File: config.mk
export PLATFORM = sky130hd
export DESIGN_NAME = hazard_ctrl
export DESIGN_NICKNAME = d
export VERILOG_FILES = /design/src/rtl/hazard_ctrl_pkg.sv /design/src/rtl/hazard_lu_detect.sv /design/src/rtl/hazard_ctrl.sv
export SDC_FILE = /design/constraint.sdc
export NUM_CORES = 1
export LEC_CHECK = 0
export CAP_MARGIN = 20
export CORE_AREA = 2 2 39 41
export DETAILED_ROUTE_END_ITERATION = 6
export DIE_AREA = 0 0 41 43
export PLACE_DENSITY = 0.67
export SLEW_MARGIN = 20
export SYNTH_ARGS = -nofsm -noshare
export SYNTH_HDL_FRONTEND = slang
export SYNTH_SLANG_ARGS = --single-unit
File: constraint.sdc
create_clock -name clk -period 4.86 [get_ports clk]
set_clock_uncertainty 0.05 [all_clocks]
set_input_delay 1.458 -clock clk [delete_from_list [all_inputs] [get_ports clk]]
set_output_delay 1.458 -clock clk [all_outputs]
set_load 0.1 [all_outputs]
File: src/rtl/hazard_ctrl_pkg.sv
// hazard_ctrl_pkg: state/rule encodings and constants shared by the hazard controller
package hazard_ctrl_pkg;
   localparam int HZ_REG_W = 3;
   localparam logic [15:0] HZ_NOP = 16'h0800;
   typedef enum logic [1:0] {HZ_RUN, HZ_IWAIT, HZ_DWAIT, HZ_HALT} hz_state_e;
   typedef enum logic [3:0] {
      R_HALTED, R_DMEM, R_IHOLD, R_REDIR, R_PEND, R_LU, R_IMEM, R_HALTI, R_NORM
   } hz_rule_e;
endpackage

File: src/rtl/hazard_lu_detect.sv
// hazard_lu_detect: load-use comparator of D-stage sources against the X-stage load destination
module hazard_lu_detect
   import hazard_ctrl_pkg::*;
#(
   parameter int REG_W = HZ_REG_W
) (
   input  logic [REG_W-1:0] id_rs,
   input  logic [REG_W-1:0] id_rt,
   input  logic             id_use_rs,
   input  logic             id_use_rt,
   input  logic             ex_mem_rd,
   input  logic [REG_W-1:0] ex_rd,
   output logic             lu
);
   assign lu = ex_mem_rd && ex_rd != '0 &&
               ((id_use_rs && id_rs == ex_rd) || (id_use_rt && id_rt == ex_rd));
endmodule

File: src/rtl/hazard_ctrl.sv
// hazard_ctrl: IF/D stall/flush, D/X bubble and PC-write sequencing; perf counters with HAZ_PERF_CNT_EN
module hazard_ctrl
   import hazard_ctrl_pkg::*;
#(
`ifdef HAZ_PERF_CNT_EN
   parameter int CNT_W = 16,
`endif
   parameter int REG_W = HZ_REG_W
) (
   input  logic             clk,
   input  logic             rst_n,
   input  logic [REG_W-1:0] id_rs,
   input  logic [REG_W-1:0] id_rt,
   input  logic             id_use_rs,
   input  logic             id_use_rt,
   input  logic             ex_mem_rd,
   input  logic [REG_W-1:0] ex_rd,
   input  logic             ex_redirect,
   input  logic             id_halt,
   input  logic             imem_busy,
   input  logic             dmem_busy,
   output logic             fd_stall,
   output logic             fd_flush,
   output logic             dx_bubble,
   output logic             pc_we,
   output logic             pipe_freeze,
   output logic             halted
`ifdef HAZ_PERF_CNT_EN
   ,
   output logic [CNT_W-1:0] stall_cnt,
   output logic [CNT_W-1:0] flush_cnt
`endif
);
   hz_state_e state_q, state_d;
   hz_rule_e  rule;
   logic      flush_pend_q, flush_pend_d;
   logic      lu;
   hazard_lu_detect #(.REG_W(REG_W)) u_lu (
      .id_rs     (id_rs),
      .id_rt     (id_rt),
      .id_use_rs (id_use_rs),
      .id_use_rt (id_use_rt),
      .ex_mem_rd (ex_mem_rd),
      .ex_rd     (ex_rd),
      .lu        (lu)
   );
   // Winning rule this cycle; a wait state whose busy has dropped behaves exactly like RUN
   always_comb
      rule = state_q == HZ_HALT                ? R_HALTED :
             dmem_busy                         ? R_DMEM   :
             state_q == HZ_IWAIT && imem_busy  ? R_IHOLD  :
             ex_redirect                       ? R_REDIR  :
             flush_pend_q                      ? R_PEND   :
             lu                                ? R_LU     :
             imem_busy                         ? R_IMEM   :
             id_halt                           ? R_HALTI  : R_NORM;
   always_ff @(posedge clk or negedge rst_n)
      if (!rst_n) begin
         state_q      <= HZ_RUN;
         flush_pend_q <= 1'b0;
      end else begin
         state_q      <= state_d;
         flush_pend_q <= flush_pend_d;
      end
   always_comb begin
      state_d      = rule inside {R_HALTED, R_HALTI} ? HZ_HALT  :
                     rule == R_DMEM                  ? HZ_DWAIT :
                     rule inside {R_IHOLD, R_IMEM}   ? HZ_IWAIT : HZ_RUN;
      flush_pend_d = rule inside {R_DMEM, R_IHOLD} ? flush_pend_q | ex_redirect : 1'b0;
   end
   always_comb begin
      fd_stall    = rst_n && rule inside {R_DMEM, R_LU, R_HALTI, R_HALTED};
      fd_flush    = !rst_n || rule inside {R_IHOLD, R_REDIR, R_PEND, R_IMEM};
      dx_bubble   = !rst_n || rule inside {R_REDIR, R_LU};
      pc_we       = rst_n && rule inside {R_REDIR, R_PEND, R_NORM};
      pipe_freeze = rst_n && rule == R_DMEM;
      halted      = rst_n && rule == R_HALTED;
   end
`ifdef HAZ_PERF_CNT_EN
   logic [CNT_W-1:0] stall_cnt_q, stall_cnt_d, flush_cnt_q, flush_cnt_d;
   always_comb begin
      stall_cnt_d = fd_stall && !halted && stall_cnt_q != '1 ? stall_cnt_q + CNT_W'(1) : stall_cnt_q;
      flush_cnt_d = fd_flush && flush_cnt_q != '1 ? flush_cnt_q + CNT_W'(1) : flush_cnt_q;
   end
   always_ff @(posedge clk or negedge rst_n)
      if (!rst_n) begin
         stall_cnt_q <= '0;
         flush_cnt_q <= '0;
      end else begin
         stall_cnt_q <= stall_cnt_d;
         flush_cnt_q <= flush_cnt_d;
      end
   assign stall_cnt = stall_cnt_q;
   assign flush_cnt = flush_cnt_q;
`endif
endmodule

* Yosys cells after proc, flatten, opt, wreduce, memory -nomap -nowiden
Index checks and enable logic that the tools add are counted.
** Word-level totals
- Output and inout port bits :: 6
- Logic and storage cells :: 49
- Bits of input ports :: 18
- Flip-flop bits (word level) :: 3
** Cells by class
- Mux-type cells :: 12
- Equality and inequality tests :: 12
- Reductions and logical operators :: 22
- Bitwise gates (word level) :: 1
** Operators by type and width (number)
- 4-bit 2-to-1 mux :: 8
- 4-bit by 3-bit equality test with 1-bit output (second input constant) :: 4
- 1-bit logical AND :: 9
- 4-bit by 2-bit equality test with 1-bit output (second input constant) :: 2
- 2-bit nonzero test :: 4
- 4-bit nonzero test :: 2
- 3-bit equality test :: 2
- 3-bit nonzero test :: 2
- 4-bit by 1-bit equality test with 1-bit output (second input constant) :: 1
- 4-bit equality test (second input constant) :: 1
- 4-bit logical NOT :: 1
- 2-bit 2-to-1 mux :: 2
- 1-bit logical OR :: 3
- 2-bit by 1-bit equality test with 1-bit output (second input constant) :: 1
- 2-bit equality test (second input constant) :: 1
- 1-bit 2-to-1 mux :: 2
- 1-bit logical NOT :: 1
- 1-bit bitwise OR :: 1

* Longest topological paths before layout
- Word-level depth :: 15
- Depth in mapped cells :: 5
- Gate-level depth less buffers :: 5

* Hierarchy
A second synthesis with hierarchy kept.
** Second synthesis, totals
- Cells, all modules :: 51
- Area, all modules :: 419.2 um2
** By module, submodules not included
- hazard_ctrl :: area an instance 341.6 um2, times used 1, seq. area each 75.1 um2, cells each 41
- hazard_lu_detect :: area an instance 77.6 um2, times used 1, seq. area each 0.0 um2, cells each 10

* Worst setup path after synthesis
No wires, ideal clock.
- Kind :: input-to-output
- Start point :: in ex_rd[1]
- End point :: out fd_stall
- Stages on the path :: 5
- Path buffers :: 0
- Required time :: 3.352 ns
- Setup slack :: -1.039 ns
- Arrival :: 4.391 ns
- Cell sequence :: xnor2_1 nand4_1 a2111oi_2 nor2_1 a21boi_0
** On the way
- Word-level cells in the longest chain between the ends :: 13
- Elaborated cells between the ends (all ways) :: 20
- Classes of those cells :: eq/ne: 5; mux: 6; reduce/logical: 9
** Ends and longest elaborated chain
- start, declared :: line hazard_ctrl.sv:17 : input logic [REG_W-1:0] ex_rd,
- 3-bit equality test :: line hazard_lu_detect.sv:16 : ((id_use_rs && id_rs == ex_rd) || (id_use_rt && id_rt == ex_rd));
- 1-bit logical AND :: line hazard_lu_detect.sv:16
- 1-bit logical OR :: line hazard_lu_detect.sv:16
- 1-bit logical AND (*) :: line hazard_lu_detect.sv:15 : assign lu = ex_mem_rd && ex_rd != '0 &&
- 4-bit 2-to-1 mux (*) :: line hazard_ctrl.sv:54 : lu ? R_LU :
- 4-bit 2-to-1 mux (*) :: line hazard_ctrl.sv:53 : flush_pend_q ? R_PEND :
- 4-bit 2-to-1 mux (*) :: line hazard_ctrl.sv:52 : ex_redirect ? R_REDIR :
- 4-bit 2-to-1 mux (*) :: line hazard_ctrl.sv:51 : state_q == HZ_IWAIT && imem_busy ? R_IHOLD :
- 4-bit 2-to-1 mux (*) :: line hazard_ctrl.sv:50 : dmem_busy ? R_DMEM :
- 4-bit 2-to-1 mux (*) :: line hazard_ctrl.sv:49 : rule = state_q == HZ_HALT ? R_HALTED :
- 4-bit by 1-bit equality test with 1-bit output, or another cell as far along :: line hazard_ctrl.sv:72 : fd_stall = rst_n && rule inside {R_DMEM, R_LU, R_HALTI, R_HALTED};
- 4-bit nonzero test (*) :: line hazard_ctrl.sv:72
- 1-bit logical AND (*) :: line hazard_ctrl.sv:72
- end, declared :: line hazard_ctrl.sv:22 : output logic fd_stall,
Mark *: on every way between the ends. The rest lies on a longest branch, timed or not.

* Final worst setup path
- Start point :: in imem_busy
- End point :: out fd_flush
** On the way
- Word-level cells in the longest chain between the ends :: 10
- Elaborated cells between the ends (all ways) :: 14
- Classes of those cells :: eq/ne: 4; mux: 7; reduce/logical: 3
** Ends and longest elaborated chain
- start, declared :: line hazard_ctrl.sv:20 : input logic imem_busy,
- 4-bit 2-to-1 mux :: line hazard_ctrl.sv:55 : imem_busy ? R_IMEM :
- 4-bit 2-to-1 mux :: line hazard_ctrl.sv:54
- 4-bit 2-to-1 mux :: line hazard_ctrl.sv:53
- 4-bit 2-to-1 mux :: line hazard_ctrl.sv:52
- 4-bit 2-to-1 mux (*) :: line hazard_ctrl.sv:51
- 4-bit 2-to-1 mux (*) :: line hazard_ctrl.sv:50
- 4-bit 2-to-1 mux (*) :: line hazard_ctrl.sv:49
- 4-bit by 2-bit equality test with 1-bit output or 4-bit by 3-bit equality test with 1-bit output (tied branches) :: line hazard_ctrl.sv:73 : fd_flush = !rst_n || rule inside {R_IHOLD, R_REDIR, R_PEND, R_IMEM};
- 4-bit nonzero test (*) :: line hazard_ctrl.sv:73
- 1-bit logical OR (*) :: line hazard_ctrl.sv:73
- end, declared :: line hazard_ctrl.sv:23 : output logic fd_flush,
Marks and branches as above.

==> metrics.md <==
| Metric | Value |
|---|---|
| Total grt overflow | `0` |
| Final setup vio count | `0` |
| Drt wl/cell | `~13 µm` |
| Chip width | `a little over 40 µm` |
| Flop and latch count out of synthesis | `3` |
| Req. time, crit path | `approximately 3.4 ns` |
| Worst min-delay path category | `reg -> reg` |
| Sequential area share after synthesis | `roughly a fifth` |
| Area of the core | `between 0.001 and 0.0015 mm²` |
| HPWL Detailed | `between 900 and 1000 µm` |
| Setup CP Type | `in -> out` |
| Post-Route WL | `roughly 1200 µm` |
| Placed cell areas | `roughly 740 µm²` |
| Total power | `between 0.0003 and 0.0004 W` |
| IO Port Bufs | `23` |
| H-tree Lvls | `1` |
| Placer Congestion | `between 0.8 and 0.9` |
| Starting density of the core | `approximately 28%` |
| CP Data Arrival Time | `3.22 ns` |
| Util after Layout | `57.4%` |
| Clock Sink Count | `3` |
| Mean Syn Cell Area | `~7.8 µm²` |
| Synthesized area | `389 µm²` |
| CP endpoint kind | `output port` |
| Vias per cell | `roughly 5.1` |
| Syn_nets | `68` |
| Synth cell types | `26` |
| Final min period | `4.72 ns` |
| Largest fanout on the critical path | `6` |
| Clock slew at reported path FFs | `~0.04 ns` |
| Hold Buf Count CTS | `0` |
| Initial DRT Pass Iterations | `4` |
| Clk buf depth | `2` |
| Area grow syn2layout | `104%` |
| Synth Instances | `50` |
| Design area | `about 790 µm²` |
| Area of the die | `approximately 0.0018 mm²` |
| Leakage | `around 0.35 nW` |
| Max Clock Freq | `approximately 0.21 GHz` |
| Synth Warn # | `0` |
| Num rows | `14` |
| Slew margin rel. | `a little over 70%` |
| Setup Buffers After CTS | `0` |
| Status | `complete, no violations` |
| Via count | `roughly 490` |
| Hold Violations, Final | `0` |
| DR iter-0 viols | `14` |
| NumNets Final | `100` |
| PwrDens | `roughly 460 mW/mm²` |
| CTS tree | `done` |
| Total Routing Usage GR | `between 10% and 20%` |
| Filler cells | `~130` |
| Count of pins over their slew limit | `0` |
| Antenna Diode Count | `0` |
| Drc violations | `0` |
| Reg2reg setup slack | `around 3.4 ns` |
| Tightest Pin Transition | `between 0.4 and 0.5 ns` |
| Part of the cycle the worst path needs | `97.2%` |
| Peak VDD IR | `258 µV` |
| Root buffer cell | `clkbuf_4` |
| Worst-skew pair later-pin latency | `roughly 0.23 ns` |
| CTS buffer count | `3` |
| Fraction of layout instances using a drive strength above 1 | `approximately a quarter` |
| RSZ-0062 raised after global routing | `no` |
| Largest net degree at the start of global routing | `9` |
| Total negative slack | `0 ns` |
| Initial antenna violation count | `0` |
| Die height | `between 40 and 50 µm` |
| Post-route ant nets | `0` |
| First-pass GRT wire length | `around 2000 µm` |
| Max-cap violations | `0` |
| Worst setup SP type | `input pin` |
| I/O pins | `24` |
| Number of global-route vias before repair | `roughly 480` |
==> routing by layer <==
layer	wire (µm)	part of all wire [%]	track usage (%)	vias to the layer above
li1	-	-	-	252
met1	521	42	20.1	235
met2	687	56	26.3	6
met3	23	1.9	3.14	0
met4	0	0	12.0	0
met5	0	0	0	-
==> per-stage QoR <==
step	cells	setup WS, ns	hold slack, ns
2_1_floorplan	50	0.270	0.533
3_3_place_gp	93	0.0526	0.660
3_5_place_dp	93	-0.00900	0.649
4_1_cts	97	0.0102	0.657
5_1_grt	97	0.0529	0.738
6_report	97	0.137	0.680
==> worst paths after layout <==
kind / to / depth (start not counted) / start
hold / removal: flush_pend_q$_DFF_PN0_ / 3 / state_q[1]$_DFF_PN0_
setup / recovery: fd_flush / 7 / imem_busy
hold reg to reg: flush_pend_q$_DFF_PN0_ / 3 / state_q[1]$_DFF_PN0_
setup reg to reg: state_q[1]$_DFF_PN0_ / 5 / state_q[0]$_DFF_PN0_
min in group asynchronous: flush_pend_q$_DFF_PN0_ / 2 / rst_n
max in group asynchronous: state_q[0]$_DFF_PN0_ / 2 / rst_n
==> where the power goes <==
group / internal (W) / switching [W] / total (W)
clock network: 0.0000308 / 0.0000130 / 0.0000438
logic: 0.000105 / 0.000160 / 0.000266
registers: 0.0000352 / 0.0000169 / 0.0000521
==> worst max-delay path, cell delays in order <==
cell	delay [ns]
clkdlybuf4s50_1	0.49
and3b_1	0.25
or2_4	0.27
a21boi_4	0.23
and4b_1	0.28
a211oi_4	0.06
buf_12	0.17
==> sequential cells by signal, indices dropped and copies added (netlist names) <==
signal / flops
flush_pend_q: 1
state_q: 2
==> kinds of logic after synthesis <==
logic type | count (synthesis) | synth area share, %
DFF | 3 | 19.3
and+or+nand+nor | 22 | 32.2
buffers and inverters | 1 | 0.964
AOI/OAI and AO/OA | 18 | 34.1
xor gates and xnor gates | 6 | 13.5
==> layout make-up <==
cell class	count	area (µm²)	area share [%]
Inverter	1	3.75	0.472
Timing Repair Buffer	27	328	41.3
Clock buffer	4	26.3	3.31
Tap cell	16	20.0	2.52
Multi-Input combinational cell	46	342	43.0
Sequential cell	3	75.1	9.45
==> layout by cell type (no fill, tap or decap), types with 2 or more instances in the layout <==
| master | synthesis | routed |
|---|---|---|
| nand2_1 | 5 | 5 |
| clkdlybuf4s50_1 | 0 | 14 |
| dlymetal6s2s_1 | 0 | 3 |
| xnor2_1 | 6 | 6 |
| o21ai_0 | 4 | 3 |
| clkbuf_4 | 0 | 3 |
| and3_1 | 2 | 2 |
| dfrtp_1 | 3 | 3 |
| buf_12 | 0 | 6 |
| a21oi_1 | 5 | 4 |
| buf_4 | 0 | 4 |
| nor2_1 | 5 | 4 |
| nand4_1 | 2 | 2 |
==> repair_timing <==
item	CTS	global route
pin swaps	0	6
setup endpoints to repair	1	4
resized for setup	1	6
==> cell usage after synthesis <==
library cell	count	share of area [%]
o211a_1	1	2.6
dfrtp_1	3	19
a21o_1	1	1.9
a22oi_1	1	1.9
a21oi_1	5	6.4
nand2_1	5	4.8
and3_1	2	3.2
nand3b_1	1	1.9
or2_1	1	1.6
o41ai_1	1	2.3
and4b_1	1	2.6
nor3_1	1	1.3
o31ai_1	1	1.9
xnor2_1	6	14
a21boi_0	1	1.9
a21boi_2	1	2.9
nand2b_1	1	1.6
nand4_1	2	3.2
a2111oi_2	1	3.9
and4bb_1	1	3.2
nor2_1	5	4.8
and3b_1	1	2.3
a211oi_2	1	3.2
o21ai_0	4	5.1
inv_1	1	0.96
nor4_1	1	1.6
Power figures use the tool's default switching activity.
